$ cat src/rtl/ascon_aead_ctrl.sv
// ---------------------------------------------------------------------------
// ascon_aead_ctrl
// Control and state-update wrapper around an external Ascon permutation.
// Holds the 320-bit state S = {x0..x4}, sequences initialisation, associated
// data absorption, domain separation, message encrypt/decrypt and
// finalisation, and produces the 128-bit tag.
//
// Ports
//   clk, rst            clock, asynchronous active-high reset
//   start               begin an operation (sampled only in IDLE)
//   decrypt             0 = encrypt, 1 = decrypt (latched at start)
//   ad_none, msg_none   no associated data / no message (latched at start)
//   key, nonce          128-bit K and N (latched at start)
//   din/din_valid/din_last/din_ready   64-bit AD or message block input
//   dout/dout_valid     64-bit ciphertext or plaintext output, one-cycle pulse
//   tag, done           computed tag and its one-cycle valid pulse
//   busy                high from start accept until the tag cycle ends
//   perm_start, perm_rounds, perm_x*_in    request to the permutation
//   perm_x*_out, perm_done                 result from the permutation
// ---------------------------------------------------------------------------
module ascon_aead_ctrl #(
  parameter int PA_ROUNDS = 12,
  parameter int PB_ROUNDS = 6
) (
  input  logic         clk,
  input  logic         rst,
  input  logic         start,
  input  logic         decrypt,
  input  logic         ad_none,
  input  logic         msg_none,
  input  logic [127:0] key,
  input  logic [127:0] nonce,
  input  logic [63:0]  din,
  input  logic         din_valid,
  input  logic         din_last,
  output logic         din_ready,
  output logic [63:0]  dout,
  output logic         dout_valid,
  output logic [127:0] tag,
  output logic         done,
  output logic         busy,
  output logic         perm_start,
  output logic [3:0]   perm_rounds,
  output logic [63:0]  perm_x0_in,
  output logic [63:0]  perm_x1_in,
  output logic [63:0]  perm_x2_in,
  output logic [63:0]  perm_x3_in,
  output logic [63:0]  perm_x4_in,
  input  logic [63:0]  perm_x0_out,
  input  logic [63:0]  perm_x1_out,
  input  logic [63:0]  perm_x2_out,
  input  logic [63:0]  perm_x3_out,
  input  logic [63:0]  perm_x4_out,
  input  logic         perm_done
);

  localparam logic [63:0] ASCON_IV = 64'h80400C0600000000;
  localparam logic [3:0]  PA_R4    = 4'(PA_ROUNDS);
  localparam logic [3:0]  PB_R4    = 4'(PB_ROUNDS);

  typedef enum logic [3:0] {
    ST_IDLE     = 4'd0,
    ST_INIT     = 4'd1,
    ST_AD_WAIT  = 4'd2,
    ST_AD_PERM  = 4'd3,
    ST_DOM      = 4'd4,
    ST_MSG_WAIT = 4'd5,
    ST_MSG_PERM = 4'd6,
    ST_FINAL    = 4'd7,
    ST_TAG      = 4'd8
  } state_t;

  state_t r_state;
  state_t w_next;

  logic [63:0]  r_x0, r_x1, r_x2, r_x3, r_x4;
  logic [127:0] r_key;
  logic         r_decrypt;
  logic         r_ad_none;
  logic         r_msg_none;
  logic         r_ad_last;
  logic [63:0]  r_dout;
  logic         r_dout_valid;
  logic [127:0] r_tag;
  logic         r_done;
  logic         r_busy;
  logic         r_perm_start;
  logic [3:0]   r_perm_rounds;

  logic         w_din_ready;
  logic         w_hs;
  logic         w_perm_state;
  logic         w_perm_ack;
  logic         w_enter_perm;
  logic [3:0]   w_next_rounds;

  // State register.
  always_ff @(posedge clk or posedge rst) begin
    if (rst) begin
      r_state <= ST_IDLE;
    end else begin
      r_state <= w_next;
    end
  end

  // Next-state decode.
  always_comb begin
    w_next = r_state;
    case (r_state)
      ST_IDLE:     if (start) w_next = ST_INIT; else w_next = ST_IDLE;
      ST_INIT:     if (w_perm_ack) w_next = r_ad_none ? ST_DOM : ST_AD_WAIT;
                   else w_next = ST_INIT;
      ST_AD_WAIT:  if (w_hs) w_next = ST_AD_PERM; else w_next = ST_AD_WAIT;
      ST_AD_PERM:  if (w_perm_ack) w_next = r_ad_last ? ST_DOM : ST_AD_WAIT;
                   else w_next = ST_AD_PERM;
      ST_DOM:      w_next = r_msg_none ? ST_FINAL : ST_MSG_WAIT;
      ST_MSG_WAIT: if (w_hs) w_next = din_last ? ST_FINAL : ST_MSG_PERM;
                   else w_next = ST_MSG_WAIT;
      ST_MSG_PERM: if (w_perm_ack) w_next = ST_MSG_WAIT; else w_next = ST_MSG_PERM;
      ST_FINAL:    if (w_perm_ack) w_next = ST_TAG; else w_next = ST_FINAL;
      ST_TAG:      w_next = ST_IDLE;
      default:     w_next = ST_IDLE;
    endcase
  end

  // Moore decode of the current state: input handshake and permutation acceptance.
  // A perm_done in the same cycle as our own perm_start pulse cannot belong to
  // this request, so it is not accepted.
  always_comb begin
    w_din_ready  = 1'b0;
    w_perm_state = 1'b0;
    case (r_state)
      ST_AD_WAIT, ST_MSG_WAIT:                 w_din_ready  = 1'b1;
      ST_INIT, ST_AD_PERM, ST_MSG_PERM, ST_FINAL: w_perm_state = 1'b1;
      default: begin
        w_din_ready  = 1'b0;
        w_perm_state = 1'b0;
      end
    endcase
    w_hs       = din_valid & w_din_ready;
    w_perm_ack = perm_done & w_perm_state & ~r_perm_start;
  end

  // Permutation launch: pulse once when a permutation state is entered.
  always_comb begin
    w_enter_perm  = 1'b0;
    w_next_rounds = PB_R4;
    if (w_next != r_state) begin
      case (w_next)
        ST_INIT, ST_FINAL: begin
          w_enter_perm  = 1'b1;
          w_next_rounds = PA_R4;
        end
        ST_AD_PERM, ST_MSG_PERM: begin
          w_enter_perm  = 1'b1;
          w_next_rounds = PB_R4;
        end
        default: begin
          w_enter_perm  = 1'b0;
          w_next_rounds = PB_R4;
        end
      endcase
    end else begin
      w_enter_perm  = 1'b0;
      w_next_rounds = PB_R4;
    end
  end

  // Datapath: state S, latched operation parameters and registered outputs.
  // Key injection for FINAL is applied on the edge that enters FINAL so the
  // state seen with perm_start already carries it.
  always_ff @(posedge clk or posedge rst) begin
    if (rst) begin
      r_x0          <= 64'd0;
      r_x1          <= 64'd0;
      r_x2          <= 64'd0;
      r_x3          <= 64'd0;
      r_x4          <= 64'd0;
      r_key         <= 128'd0;
      r_decrypt     <= 1'b0;
      r_ad_none     <= 1'b0;
      r_msg_none    <= 1'b0;
      r_ad_last     <= 1'b0;
      r_dout        <= 64'd0;
      r_dout_valid  <= 1'b0;
      r_tag         <= 128'd0;
      r_done        <= 1'b0;
      r_busy        <= 1'b0;
      r_perm_start  <= 1'b0;
      r_perm_rounds <= 4'd0;
    end else begin
      r_dout_valid <= 1'b0;
      r_done       <= 1'b0;
      r_perm_start <= w_enter_perm;
      if (w_enter_perm) begin
        r_perm_rounds <= w_next_rounds;
      end
      case (r_state)
        ST_IDLE: begin
          if (start) begin
            r_x0       <= ASCON_IV;
            r_x1       <= key[127:64];
            r_x2       <= key[63:0];
            r_x3       <= nonce[127:64];
            r_x4       <= nonce[63:0];
            r_key      <= key;
            r_decrypt  <= decrypt;
            r_ad_none  <= ad_none;
            r_msg_none <= msg_none;
            r_busy     <= 1'b1;
          end
        end
        ST_INIT: begin
          if (w_perm_ack) begin
            r_x0 <= perm_x0_out;
            r_x1 <= perm_x1_out;
            r_x2 <= perm_x2_out;
            r_x3 <= perm_x3_out ^ r_key[127:64];
            r_x4 <= perm_x4_out ^ r_key[63:0];
          end
        end
        ST_AD_PERM, ST_MSG_PERM: begin
          if (w_perm_ack) begin
            r_x0 <= perm_x0_out;
            r_x1 <= perm_x1_out;
            r_x2 <= perm_x2_out;
            r_x3 <= perm_x3_out;
            r_x4 <= perm_x4_out;
          end
        end
        ST_AD_WAIT: begin
          if (w_hs) begin
            r_x0      <= r_x0 ^ din;
            r_ad_last <= din_last;
          end
        end
        ST_DOM: begin
          r_x4 <= r_x4 ^ 64'h1;
          if (r_msg_none) begin
            r_x1 <= r_x1 ^ r_key[127:64];
            r_x2 <= r_x2 ^ r_key[63:0];
          end
        end
        ST_MSG_WAIT: begin
          if (w_hs) begin
            r_dout       <= r_x0 ^ din;
            r_dout_valid <= 1'b1;
            // Decrypt keeps the ciphertext as the new rate word.
            r_x0         <= r_decrypt ? din : (r_x0 ^ din);
            if (din_last) begin
              r_x1 <= r_x1 ^ r_key[127:64];
              r_x2 <= r_x2 ^ r_key[63:0];
            end
          end
        end
        ST_FINAL: begin
          if (w_perm_ack) begin
            r_x0   <= perm_x0_out;
            r_x1   <= perm_x1_out;
            r_x2   <= perm_x2_out;
            r_x3   <= perm_x3_out;
            r_x4   <= perm_x4_out;
            r_tag  <= {perm_x3_out ^ r_key[127:64], perm_x4_out ^ r_key[63:0]};
            r_done <= 1'b1;
          end
        end
        ST_TAG: begin
          r_busy <= 1'b0;
        end
        default: begin
          r_busy <= 1'b0;
        end
      endcase
    end
  end

  assign din_ready   = w_din_ready;
  assign dout        = r_dout;
  assign dout_valid  = r_dout_valid;
  assign tag         = r_tag;
  assign done        = r_done;
  assign busy        = r_busy;
  assign perm_start  = r_perm_start;
  assign perm_rounds = r_perm_rounds;
  assign perm_x0_in  = r_x0;
  assign perm_x1_in  = r_x1;
  assign perm_x2_in  = r_x2;
  assign perm_x3_in  = r_x3;
  assign perm_x4_in  = r_x4;

endmodule

$ cat config.mk
export PLATFORM = sky130hd
export DESIGN_NAME = ascon_aead_ctrl
export DESIGN_NICKNAME = d
export VERILOG_FILES = /design/src/rtl/ascon_aead_ctrl.sv
export SDC_FILE = /design/constraint.sdc
export NUM_CORES = 2
export LEC_CHECK = 0
export BUFFER_PORTS_ARGS = -buffer_cell sky130_fd_sc_hd__buf_2
export CORE_AREA = 2 2 458 460
export DETAILED_ROUTE_END_ITERATION = 8
export DIE_AREA = 0 0 460 462
export PLACE_DENSITY = 0.39
export SLEW_MARGIN = 20
export SYNTH_ARGS = -nofsm -noshare
export SYNTH_HDL_FRONTEND = slang
export SYNTH_SLANG_ARGS = --single-unit
$ cat constraint.sdc
create_clock -name clk -period 36.9 [get_ports clk]
set_input_delay 7.38 -clock clk [delete_from_list [all_inputs] [get_ports clk]]
set_output_delay 7.38 -clock clk [all_outputs]
set_load 0.05 [all_outputs]
==> reports/results.ini <==
[logic_synthesis]
syn_inst = 3056
synth-xor-area-share_pct = 8.71
synth_top_family_by_area = compound AO/OA/AOI/OAI gates
synth-edff-count = 0
ys_ff_latch = 655
synthFlopType = dfrtp_1
synth_cell_types = 54
yosys_warnings = 0
syn_area_um2 = 32100
synth-simple-area-share_pct = 9.76
ys_seq_area_share_pct = 51.1
async_reset_ff_share_pct = 100
syn_area_per_cell_um2 = 10.5
synth_compound_area_share_pct = 21.0
syn-num-nets = 3705
yosys.area_share.adder_pct = 0
synthMuxAreaShare_pct = 5.66

[pwr]
cellLeakagePower_nw = 18.9
p_comb_share_pct = 56.6
peakVddDrop_v = 0.0000548
power.internal_mw = 2.38
p_per_area_nw_per_um2 = 122
swShare_pct = 55.2
switching_power_mw = 2.93
seqPwrFrac_pct = 27.2
pwr-share-clk_pct = 16.1

[routing]
ant_nets = 0
vias = 30400
detail_route.wirelength_um = 184000
dr.first_iter.drc_count = 2651
drc = 0
drtPass1Iterations = 8
routed_via_density = 4.38
wl_per_cell_um = 26.5

[sta]
max_slew_margin_pct = 21.8
layout_min_cycle_time_ns = 10.99
fin_crit_sh_pct = 29.8
max_freq_ghz = 0.0910
setup_tns_ns = 0
setup_violations = 0
skew_ns = 0.0456
tightest_slew_ns = 1.17
setup_slack_ns = 25.91
whs_ns = 0.457
slew_viol_final = 0
rsz0062_at_grt = no
hold_viol = 0

[worst_setup_path]
cp.required_ns = 37.64
path_max_fanout = 104
path_cells = buf_2, inv_8, buf_4, buf_4, buf_4, buf_4, buf_4
crit_arrival_ns = 11.73
slowest_stage = buf_4
path_buf_inv = 7
critPathKind = input port to asynchronous set/reset pin
startpoint_type = input port
crit_family = buffers and inverters
critPathCaptureType = asynchronous set/reset pin
critical_path.max_stage_delay_ns = 0.81
path_common_cell = buf_4

[cts]
clkTransAtPathRegs_ns = 0.06
ctsHoldBuffers = 0
cts_root_buf = clkbuf_16
post_cts_buffers = 0
insertion_delay_ns = 0.72
cts_tree = yes
htree_levels = 3
cts_sinks = 655
cts_made_buffers = 86
cts_buffer_depth = 3
cts_resized = 0

[floorplan]
fp.dieH_um = 462
core_area_um2 = 208000
die_w_um = 460
io_pins = 1170
die-area_um2 = 213000
initial_core_util_pct = 15.4
row_count = 168

[global_routing]
grt_antenna_before_repair = 109
grt_pass1_vias = 29500
grt.overflow.total = 0
grt_max_degree = 166
grt_usage_pct = 16.6
grt_first_pass_wirelength_um = 250000

[final_layout]
final_nets = 4756
layout-drive-gt1-share_pct = 36.5
seq_area_um2 = 16400
syn_to_final_growth_pct = 36.2
fillCellCount = 23000
postLayoutCellArea_um2 = 43700
multi_input_area_um2 = 14600

[run_status]
status = finished, final reports clean

[place]
hpwl_um = 138000
post_dp_cell_area_um2 = 40700
pre_cts_ws_ns = 24.89
gp_congestion = 0.887
portBuffers = 1168

[hold_path]
hold_class = register to register

[run]
max-cap-violations = 0

==> cells by family (layout without fill, tap and decap cells) <==
| group | after synthesis | after routing |
|---|---|---|
| AO/OA/AOI/OAI | 1009 | 1009 |
| other | 1 | 63 |
| multiplexers | 161 | 161 |
| buffers and inverters | 265 | 1379 |
| flip-flops | 655 | 655 |
| AND/OR/NAND/NOR | 646 | 646 |
| XOR/XNOR | 319 | 319 |
==> area by class of cell <==
| type | count | share of cell area (%) |
|---|---|---|
| tap | 2720 | 7.79 |
| clock inverter | 28 | 0.725 |
| timing repair buffer | 1215 | 14.3 |
| multi-input combinational | 2136 | 33.5 |
| inverter | 13 | 0.129 |
| sequential | 655 | 37.5 |
| antenna | 62 | 0.355 |
| clock buffer | 123 | 5.73 |
==> power by group through the flow <==
| stage | Combinational (mW) | Sequential [mW] | Clock [mW] |
|---|---|---|---|
| after floorplan | 1.18 | 2.28 | 0 |
| after global placement | 3.03 | 1.44 | 0 |
| after detailed placement | 3.04 | 1.45 | 0 |
| after CTS | 3.05 | 1.45 | 0.891 |
| after global routing | 3.22 | 1.50 | 0.920 |
| final | 3.00 | 1.45 | 0.857 |
==> cell usage after synthesis, types with 13 or more instances <==
cell | n | area [um2]
a222oi_1 | 152 | 1520
nor3b_1 | 163 | 1220
a221oi_1 | 161 | 1410
inv_1 | 13 | 48.8
nand2_1 | 191 | 717
xnor2_1 | 167 | 1460
o21ai_1 | 132 | 661
mux2_2 | 149 | 1680
clkbuf_1 | 124 | 465
a21oi_1 | 258 | 1290
xor2_1 | 152 | 1330
nor2_1 | 261 | 980
o21ai_0 | 215 | 1080
dfrtp_1 | 655 | 16400
buf_2 | 108 | 541
o2bb2ai_1 | 58 | 508
==> per-layer routing <==
| metal | GRT usage [%] | vias up | part of all wire, % |
|---|---|---|---|
| met5 | 0 | - | 0.25 |
| met1 | 19.7 | 15200 | 40 |
| met3 | 6.11 | 318 | 9.2 |
| met4 | 5.69 | 70 | 3.0 |
| met2 | 27.5 | 1365 | 48 |
| li1 | - | 13500 | - |
==> cell usage in the layout (no fill, tap or decap), types with 4 or more instances in the layout <==
cell	synthesis	final
a21boi_0	5	5
a21oi_1	258	257
a221oi_1	161	161
a222oi_1	152	152
a32oi_1	6	6
buf_2	108	1168
buf_4	8	44
clkbuf_1	124	16
clkbuf_16	0	86
clkbuf_8	0	21
clkinv_2	0	14
clkinvlp_4	0	4
dfrtp_1	655	655
diode_2	0	62
inv_1	13	12
mux2_1	9	9
mux2_2	149	149
nand2_1	191	186
nand2_4	0	4
nand2b_1	5	5
nor2_1	261	261
nor3_1	7	7
nor3b_1	163	163
o21ai_0	215	214
o21ai_1	132	132
o2bb2ai_1	58	58
xnor2_1	167	167
xor2_1	152	152
==> per-stage QoR <==
step                      power, mW  cells  util, %
after floorplan                3.46   3056        -
after global placement         4.47   6739     19.6
after detailed placement       4.49   6739     19.6
after CTS                      5.38   6890     20.9
after global routing           5.63   6924     21.0
final                          5.31   6952     21.0
==> flip-flops by register name, indices dropped and copies added (netlist names), 3 cells and up <==
signal / flops
perm_rounds: 3
perm_x3_in: 64
perm_x1_in: 64
dout: 64
tag: 128
perm_x0_in: 64
r_key: 128
perm_x4_in: 64
r_state: 4
perm_x2_in: 64
==> final timing paths <==
| path | from | depth (start not counted) | end | slack (ns) |
|---|---|---|---|---|
| min in group asynchronous | rst | 2 | tag[21] | 6.81 |
| worst min register to register | perm_rounds[2] | 1 | perm_rounds[2] | 0.46 |
| max in group clk | r_state[1] | 5 | din_ready | 26.88 |
| worst max-delay path | rst | 7 | r_key[83] | 25.91 |
| worst max register to register | r_state[3] | 7 | perm_x3_in[6] | 32.67 |
| worst min-delay path | perm_rounds[2] | 1 | perm_rounds[2] | 0.46 |
Note: power is estimated with default switching activity, not from simulation.
